File: config.mk
export PLATFORM = sky130hd
export DESIGN_NAME = rom_read_arbiter
export DESIGN_NICKNAME = d
export VERILOG_FILES = /design/src/rtl/rom_arb_pkg.sv /design/src/rtl/rom_arb_rr.sv /design/src/rtl/rom_read_arbiter.sv
export SDC_FILE = /design/constraint.sdc
export NUM_CORES = 1
export LEC_CHECK = 0
export ABC_AREA = 1
export BUFFER_PORTS_ARGS = -buffer_cell sky130_fd_sc_hd__buf_4
export CORE_MARGIN = 4
export CORE_UTILIZATION = 40
export CTS_CLUSTER_DIAMETER = 60
export DETAILED_ROUTE_END_ITERATION = 6
export GPL_TIMING_DRIVEN = 0
export PLACE_DENSITY_LB_ADDON = 0.2
export SLEW_MARGIN = 25
export SYNTH_ARGS = -nofsm -noshare
export SYNTH_HDL_FRONTEND = slang
export SYNTH_SLANG_ARGS = --single-unit
File: constraint.sdc
create_clock -name clk -period 1.7 [get_ports clk]
set_input_delay 0.085 -clock clk [delete_from_list [all_inputs] [get_ports clk]]
set_output_delay 0.085 -clock clk [all_outputs]
set_load 0.1 [all_outputs]
File: src/rtl/rom_arb_pkg.sv
// Shared constants and types for the two-requester ROM read arbiter.
package rom_arb_pkg;

  localparam int unsigned ADDR_W_DEF  = 5;
  localparam int unsigned DATA_W_DEF  = 8;
  localparam int unsigned RSP_LATENCY = 2;

  // Requester identifier: 0 or 1.
  typedef logic req_id_t;

  // One in-flight slot of the response-tracking pipeline.
  typedef struct packed {
    logic    valid;
    req_id_t id;
  } inflight_t;

endpackage

File: src/rtl/rom_arb_rr.sv
// Two-way round-robin selector: when both requesters are valid, the one
// named by the priority pointer wins; otherwise the single valid one wins.
module rom_arb_rr
  import rom_arb_pkg::*;
(
  input  logic       valid0,
  input  logic       valid1,
  input  req_id_t    ptr,
  output logic [1:0] grant
);

  // One-hot grant from the valids and the priority holder.
  always_comb begin
    grant = '0;
    if (valid0 && valid1) begin
      grant[ptr] = 1'b1;
    end else if (valid0) begin
      grant[0] = 1'b1;
    end else if (valid1) begin
      grant[1] = 1'b1;
    end
  end

endmodule

File: src/rtl/rom_read_arbiter.sv
// Arbitrates two read requesters onto one single-port ROM with a fixed
// two-cycle response latency and one acceptance per cycle.
// Optional build macro ROM_ARB_STATS_EN adds per-requester saturating
// acceptance counters (grant_cnt0 / grant_cnt1).
module rom_read_arbiter
  import rom_arb_pkg::*;
#(
  parameter int ADDR_W = ADDR_W_DEF,
  parameter int DATA_W = DATA_W_DEF
) (
  input  logic              clk,
  input  logic              rst,
  input  logic              req0_valid,
  input  logic              req1_valid,
  input  logic [ADDR_W-1:0] req0_addr,
  input  logic [ADDR_W-1:0] req1_addr,
  output logic              req0_ready,
  output logic              req1_ready,
  output logic              rsp0_valid,
  output logic              rsp1_valid,
  output logic [DATA_W-1:0] rsp_data,
  output logic [ADDR_W-1:0] rom_addr,
  input  logic [DATA_W-1:0] rom_data
`ifdef ROM_ARB_STATS_EN
  ,
  output logic [15:0]       grant_cnt0,
  output logic [15:0]       grant_cnt1
`endif
);

  logic        [1:0]  grant;
  req_id_t            ptr;
  logic               accept;
  req_id_t            acc_id;
  logic [ADDR_W-1:0]  acc_addr;
  inflight_t          pipe [RSP_LATENCY];
  inflight_t          pipe_out;

  rom_arb_rr u_rr (
    .valid0 (req0_valid),
    .valid1 (req1_valid),
    .ptr    (ptr),
    .grant  (grant)
  );

  // Readiness is held low during reset so nothing is accepted while the
  // pipeline is being cleared.
  always_comb begin
    req0_ready = grant[0] & ~rst;
    req1_ready = grant[1] & ~rst;
    accept     = req0_ready | req1_ready;
    acc_id     = req_id_t'(req1_ready);
    acc_addr   = req1_ready ? req1_addr : req0_addr;
  end

  // Pointer, ROM address register and in-flight {valid, id} shift pipeline.
  always_ff @(posedge clk) begin
    if (rst) begin
      ptr      <= 1'b0;
      rom_addr <= '0;
      for (int unsigned i = 0; i < RSP_LATENCY; i++) begin
        pipe[i] <= '0;
      end
    end else begin
      if (accept) begin
        ptr      <= ~acc_id;
        rom_addr <= acc_addr;
      end
      pipe[0] <= '{valid: accept, id: acc_id};
      for (int unsigned i = 1; i < RSP_LATENCY; i++) begin
        pipe[i] <= pipe[i-1];
      end
    end
  end

  // Response steering from the last pipeline stage; ROM data passes straight
  // through since it lines up with that stage.
  always_comb begin
    pipe_out   = pipe[RSP_LATENCY-1];
    rsp0_valid = pipe_out.valid & (pipe_out.id == 1'b0) & ~rst;
    rsp1_valid = pipe_out.valid & (pipe_out.id == 1'b1) & ~rst;
    rsp_data   = rom_data;
  end

`ifdef ROM_ARB_STATS_EN
  // Saturating per-requester acceptance counters.
  always_ff @(posedge clk) begin
    if (rst) begin
      grant_cnt0 <= '0;
      grant_cnt1 <= '0;
    end else begin
      if (req0_ready && grant_cnt0 != '1) grant_cnt0 <= grant_cnt0 + 16'd1;
      if (req1_ready && grant_cnt1 != '1) grant_cnt1 <= grant_cnt1 + 16'd1;
    end
  end
`endif

endmodule

Word level (Yosys, flattened, before mapping)
Memories as Yosys holds them, arrays and structs flattened.
Cells that the tools add are included.
{"block": "totals", "inputBits": 22, "romBits": 0, "latchBits": 0, "n_memories": 1, "ff_bits": 6, "out_inout_bits": 17, "ramBits": 4}
{"name": "pipe", "depth": 2, "word_bits": 2, "rd": 2, "rd_ports_with_merged_regs": 0, "write_ports": 2, "line_no": "rom_read_arbiter.sv:36", "text": "inflight_t pipe [RSP_LATENCY];"}
{"block": "op_classes", "mul": 0, "addsub": 0, "n_mux": 12, "order_cmp": 2, "div_mod_pow": 0, "reduce_logical": 2, "eq_ne": 0, "shifts": 0, "bitwise_logic": 12}
{"op": "$mux W1", "n": 7}
{"op": "$and A1 B1 Y1", "n": 6}
{"op": "$mux W2", "n": 3}
{"op": "$mux W5", "n": 1}
{"op": "$not A1 Y1", "n": 3}
{"op": "$or A1 B1 Y1", "n": 3}
{"op": "$logic_and A1 B1 Y1", "n": 2}
{"op": "$lt A1 B2 Y1 const B", "n": 1}
{"op": "$demux W1 S1", "n": 1}
{"op": "$ge A1 B1 Y1 const B", "n": 1}

Logic depth before layout (Yosys ltp)
Gate-level depths: netlist of run 1.
{"block": "logic_depth", "word_depth": 8, "depth_mapped": 6, "ltp_nobuf": 6}

Hierarchy
From an unflattened synthesis of run 1, not the netlist that was laid out.
{"block": "unflattened", "hier_cells": 84, "area_unflattened_um2": 580.6}
{"module": "rom_read_arbiter", "n_inst": 1, "seq_area_each_um2": 200.2, "area_per_inst_um2": 559.3, "cells_per_inst": 79}
{"module": "rom_arb_rr", "n_inst": 1, "seq_area_each_um2": 0.0, "area_per_inst_um2": 21.3, "cells_per_inst": 5}

Least setup slack after synthesis of run 1
No wires, ideal clock.
{"block": "synth_path", "path_kind": "flip-flop to output port", "start": "reg ptr", "end": "out req0_ready", "arrival_time_ps": 1709, "slack_ps": -94, "path_stages_with_launch": 4, "path_cell_list": "dfxtp_1 -> inv_1 -> o21ai_0 -> nor2_1"}
{"block": "synth_via", "elab_chain_len": 6, "word_cells_on_any_way": 7, "cone_classes": "2 x order compare; 3 x mux; 1 x bitwise; 1 x reduce/logical"}
{"item": "start, declared", "line_no": "rom_read_arbiter.sv:32", "text": "req_id_t ptr;"}
{"item": "start signal, assigned", "line_no": "rom_read_arbiter.sv:66", "text": "ptr <= ~acc_id;"}
{"item": "$lt A1 B2 Y1 (not written as such) or $ge A1 B1 Y1 (tied branches)", "line_no": "rom_arb_rr.sv:16", "text": "grant[ptr] = 1'b1;"}
{"item": "$logic_and A1 B1 Y1 (not written as such)", "line_no": "rom_arb_rr.sv:16"}
{"item": "$mux W1 (not written as such)", "line_no": "rom_arb_rr.sv:16"}
{"item": "$demux W1 S1 *"}
{"item": "$mux W2 *", "line_no": "rom_arb_rr.sv:15", "text": "if (valid0 && valid1) begin"}
{"item": "$and A1 B1 Y1 *", "line_no": "rom_read_arbiter.sv:49", "text": "req0_ready = grant[0] & ~rst;"}
{"item": "end, declared", "line_no": "rom_read_arbiter.sv:17", "text": "output logic req0_ready,"}
Mark *: on every way between the ends. The rest lies on a longest branch, timed or not.

Final worst setup path of run 1
{"block": "layout_path", "start": "reg ptr", "end": "out req1_ready"}
{"block": "layout_via", "elab_chain_len": 6, "word_cells_on_any_way": 7, "cone_classes": "2 x order compare; 3 x mux; 1 x bitwise; 1 x reduce/logical"}
{"item": "$lt A1 B2 Y1 (not written as such) or $ge A1 B1 Y1 (tied branches)", "line_no": "rom_arb_rr.sv:16"}
{"item": "$logic_and A1 B1 Y1 (not written as such)", "line_no": "rom_arb_rr.sv:16"}
{"item": "$mux W1 (not written as such)", "line_no": "rom_arb_rr.sv:16"}
{"item": "$demux W1 S1 *"}
{"item": "$mux W2 *", "line_no": "rom_arb_rr.sv:15"}
{"item": "$and A1 B1 Y1 *", "line_no": "rom_read_arbiter.sv:50", "text": "req1_ready = grant[1] & ~rst;"}
{"item": "end, declared", "line_no": "rom_read_arbiter.sv:18", "text": "output logic req1_ready,"}
Marks and branches as above.

==> results.toml, run 1 <==
[logic_synthesis]
avgSynthCellArea_sq_um = 7.073
synth_top_area_frac = 0.3774
synth_seq_cells = 10
ys_seq_area_frac = 0.3774
synth.cell_area_sq_um = 530.5
yosys-top-cells-count = "inv_1 (16), nand3_1 (15), nand2_1 (13), dfxtp_1 (10), buf_4 (8)"
synthAdderAreaFrac = 0
ys_async_sr_fraction = 0
yosys.area.top_type = "dfxtp_1"
synth_cell_types = 14
synth_top_family_by_area = "simple AND/OR/NAND/NOR gates"
synth_nets = 97
synth-compound-area-share = 0.04953
synth_simple_gate_area_frac = 0.3113
syn_inst = 75
synth.most_common_cell = "inv_1"
synthMuxAreaShare = 0
synth-edff-count = 0
ys.warnings.count = 0
ys.flop_type = "dfxtp_1"
ys_top_cells_by_area = "dfxtp_1 (38%), nand3_1 (14%), buf_4 (11%), inv_1 (11%), nand2_1 (9.2%)"
synthXorXnorAreaFrac = 0

[finish]
nets = 132
multiInputGateArea_sq_um = 193.9
layout.area.seq_sq_um = 200.2
n_antenna_cell = 0
layout-drive-gt1-share = 0.4495
post-route-util = 0.6934
n_fill_cell = 112
syn2layout_area_growth_pct = 53.07

[cts]
post_cts_buffers = 0
insertion_delay_ns = 0.26
cts-root-buf = "clkbuf_4"
cts.htree.levels = 1
cts_tree = "yes"
cts_buffers = 3
max-clock-path-buffers = 2
path_clk_slew_ns = 0.06
cts_resized = 0
clock_sinks = 10
hold_buffers = 0

[floorplan]
rows = 12
start_util = 0.4530
num_io_pins = 39
die_w_um = 44.42
die_height_um = 44.42
dieArea_sq_um = 1973
core_area_sq_um = 1171

[global_routing]
grt_pass1_wl_mm = 1.835
grt.overflow.total = 0
grt_start_max_net_pins = 9
grt_antenna_before_repair = 0
grt_pass1_vias = 472
track_usage = 0.1305

[routing]
via_per_inst = 4.423
num_vias = 544
drt_iter0_markers = 1
drt_first_pass_iters = 4
drc = 0
drt-total-wl_mm = 1.216
ant_nets = 0
post_drt_wl_per_cell_um = 9.886

[timing]
fmaxAchievable_mhz = 734.2
slew_violations = 0
slew_headroom = 0.7922
fin_skew_ns = 0.0009687
rsz0062_at_grt = "false"
fin_crit_ns = 1.362
worstMarginPinSlew_ns = 0.3084
setup_viol = 0
tns_ns = 0
fin_crit_sh = 0.8012
hold_viol_final = 0

[place]
place_congestion = 0.7481
numPortBuffers = 30
dp_hpwl_um = 967.4

[setup_path]
arrival_ns = 1.28
cp-end-kind = "output pin"
crit_required_ns = 1.62
cp_top_family = "buffers and inverters"
crit_cells = 5
crit_chain = "inv_1, nand2_1, nand2_4, inv_1, buf_4"
cpMostUsedCell = "inv_1"
r2r_cells = 6
cp_slowest_cell = "dfxtp_1"
crit_buf_inv = 3
path_max_fanout = 7
critPathKind = "reg2out"
critPathLaunchType = "flop"
slowest_delay_ns = 0.30

[run]
maxCapViolations = 0

[hold_path]
holdPathStages = 2
hp-class = "in2reg"

[status]
outcome = "finished clean"

[pwr]
peakVddDrop_v = 0.0005934
p_per_area_nw_per_um2 = 982.4
leakagePower_nw = 0.4828
[report_power, final]
part / switching, W / internal [W]
registers: 0.00000818 / 0.000253
clock network: 0.0000806 / 0.000130
logic: 0.000244 / 0.0000815
total: 0.000333 / 0.000465
[layout by cell type, fill, tap and decap left out]
master    instances
a21oi_1           1
buf_4            38
clkbuf_4          3
clkbuf_8          1
dfxtp_1          10
inv_1            16
inv_2             1
inv_4             1
inv_6             1
nand2_1          13
nand2_4           1
nand3_1          15
nor2_1            4
nor2_2            1
nor2_4            1
o21ai_0           1
o21ai_4           1
[routing by layer]
| layer | part of all wire | global-route usage |
|---|---|---|
| met4 | 0.024 | 0.09036 |
| met1 | 0.38 | 0.1505 |
| met3 | 0.12 | 0.02846 |
| met5 | 0 | 0 |
| met2 | 0.48 | 0.2122 |
[logic make-up (layout without fill, tap and decap cells)]
| kind of cell | Yosys count | after routing |
|---|---|---|
| AO/OA/AOI/OAI | 3 | 3 |
| buffers and inverters | 27 | 61 |
| flip-flops | 10 | 10 |
| AND/OR/NAND/NOR | 35 | 35 |
[worst paths after layout]
| path | from | to | slack (ns) |
|---|---|---|---|
| worst min-delay path | rst | pipe[0][2] | 0.04 |
| worst max-delay path | ptr | req1_ready | 0.34 |
| worst min register to register | pipe[0][1] | pipe[0][3] | 0.40 |
| worst max register to register | ptr | rom_addr[3] | 0.73 |
[registers in the layout, indices dropped and copies added (netlist names)]
name / count
rom_addr: 5
ptr: 1
pipe: 4
[stage by stage]
step | instance area [sq um] | cells | hold WS [ns] | total power, W | worst slack (ns)
after floorplan | 533.0 | 75 | 0.1562 | 0.0005166 | 0.002661
after global placement | 775.7 | 119 | 0.3167 | 0.0005906 | 0.6187
after detailed placement | 775.7 | 119 | 0.3223 | 0.0005936 | 0.6162
after CTS | 812.0 | 123 | 0.03934 | 0.0008064 | 0.3259
after global routing | 812.0 | 123 | 0.04653 | 0.0008359 | 0.2261
final | 812.0 | 123 | 0.04186 | 0.0007978 | 0.3380
[worst reg2reg max path: cells and delay by family, from the launching register on]
| kind | cells | cell delay [ns] |
|---|---|---|
| buf+inv | 1 | 0.08 |
| simple gates | 5 | 0.51 |
| flops | 1 | 0.30 |
[final cells by class]
cell class | instances | share of cell area
Multi-Input combinational cell | 38 | 0.2388
Tap cell | 14 | 0.02157
Timing Repair Buffer | 30 | 0.2773
Buffer | 8 | 0.07396
Inverter | 19 | 0.09707
Clock buffer | 4 | 0.04468
Sequential cell | 10 | 0.2465
Note: power is estimated with default switching activity, not from simulation.
==> inputs of run 2 (changes only) <==
- CORE_UTILIZATION: 40 -> 34
- clock period: 1.7 -> 1.25 ns (I/O delays scaled with it)
==> results.toml, run 2 (same netlist as run 1, synthesis figures left out) <==
[timing]
fin_crit_sh = 0.9452
tns_ns = 0
setup_viol = 0
fin_crit_ns = 1.181
slew_violations = 0
hold_viol_final = 0
rsz0062_at_grt = "false"
slew_headroom = 0.8226
layout_setup_ws_ns = 0.06853
fin_skew_ns = 0.003552
fmaxAchievable_mhz = 846.4
worstMarginPinSlew_ns = 0.2651

[pwr]
leakagePower_nw = 0.4772
p_per_area_nw_per_um2 = 1286
total_power_w = 0.001099
peakVddDrop_v = 0.0006164

[cts]
clock_sinks = 10
cts_buffers = 3
max-clock-path-buffers = 2
path_clk_slew_ns = 0.06
post_cts_buffers = 0
cts_tree = "yes"
cts-root-buf = "clkbuf_4"
hold_buffers = 0
insertion_delay_ns = 0.26
cts.htree.levels = 1

[setup_path]
r2r_start = "ptr"
arrival_ns = 1.12
crit_required_ns = 1.19
worstSetupStartpoint = "ptr"
critPathKind = "reg2out"
critPathLaunchType = "flop"
cp-end-kind = "output pin"
path_max_fanout = 7

[routing]
drt-total-wl_mm = 1.212
drt_iter0_markers = 3
ant_nets = 0
post_drt_wl_per_cell_um = 9.774
drc = 0
num_vias = 552
drt_first_pass_iters = 4
via_per_inst = 4.452

[global_routing]
grt_start_max_net_pins = 9
grt_antenna_before_repair = 0
grt_pass1_vias = 516
grt.overflow.total = 0
grt_pass1_wl_mm = 1.945
track_usage = 0.1239

[floorplan]
dieArea_sq_um = 2256
rows = 13
core_area_sq_um = 1383
die_height_um = 47.50
num_io_pins = 39
start_util = 0.3837
die_w_um = 47.50

[finish]
mostFrequentLayoutCells = "buf_4 (36), nand3_1 (15), inv_1 (14)"
largest_register = "rom_addr"
multiInputGateArea_sq_um = 215.2
nets = 132
n_antenna_cell = 0
syn2layout_area_growth_pct = 61.08
layout-drive-gt1-share = 0.4954
layout.cells.most_common = "buf_4"
largestRegisters = "rom_addr x5, pipe x4, ptr x1"
layout.area.seq_sq_um = 200.2
largest_reg_flops = 5
n_fill_cell = 129

[hold_path]
hp-class = "in2reg"
hp-start = "rst"

[place]
dp_slack_ns = 0.1671
numPortBuffers = 30
dp_hpwl_um = 995.4
place_congestion = 0.7506

[run]
maxCapViolations = 0

[status]
outcome = "finished clean"
## run 2: area by class of cell
| cell class | instances | area share |
|---|---|---|
| flip-flops and latches | 10 | 0.2343 |
| well taps | 15 | 0.02196 |
| clock buffers | 4 | 0.04246 |
| inverters | 19 | 0.09663 |
| multi-input cells | 38 | 0.2518 |
| repair buffers | 30 | 0.2826 |
| plain buffers | 8 | 0.07028 |
## run 2: through the flow
step	util	cells	area, sq um	hold WS [ns]
after floorplan	-	75	541.8	0.1337
after global routing	0.6181	124	854.6	0.02929
after CTS	0.6027	124	833.3	0.02474
after detailed placement	0.5683	120	785.8	0.3051
final	0.6181	124	854.6	0.03236
after global placement	0.5683	120	785.8	0.3020
## run 2: critical path, cell delays in order (launching register included)
cell	delay, ns
dfxtp_1	0.32
inv_2	0.05
nand2_4	0.11
nand2_8	0.08
clkinvlp_4	0.08
buf_6	0.21
## run 2: worst paths after layout
| kind | end | slack [ns] | depth (start not counted) |
|---|---|---|---|
| setup / recovery | req1_ready | 0.07 | 5 |
| hold / removal | pipe[0][2] | 0.03 | 2 |
| setup reg to reg | rom_addr[3] | 0.41 | 6 |
| hold reg to reg | pipe[0][2] | 0.40 | 2 |
## run 2: repair_timing
item                       in CTS  in global routing
setup endpoints to repair       2                  2
hold endpoints to repair        0                  0
gates resized for setup         4                  5
pin swaps                       1                  1
## run 2: routing by layer
metal  global-route usage  wire [um]
met1               0.1323        459
met2               0.2059        542
met3              0.03383        161
met4              0.09392         48
met5                    0          0
## run 2: power breakdown
group	total (W)	switching, W	leakage, nW	internal (W)
logic	0.000460	0.000339	0.373	0.000121
clock network	0.000282	0.000105	0.0210	0.000177
registers	0.000357	0.0000123	0.0832	0.000345
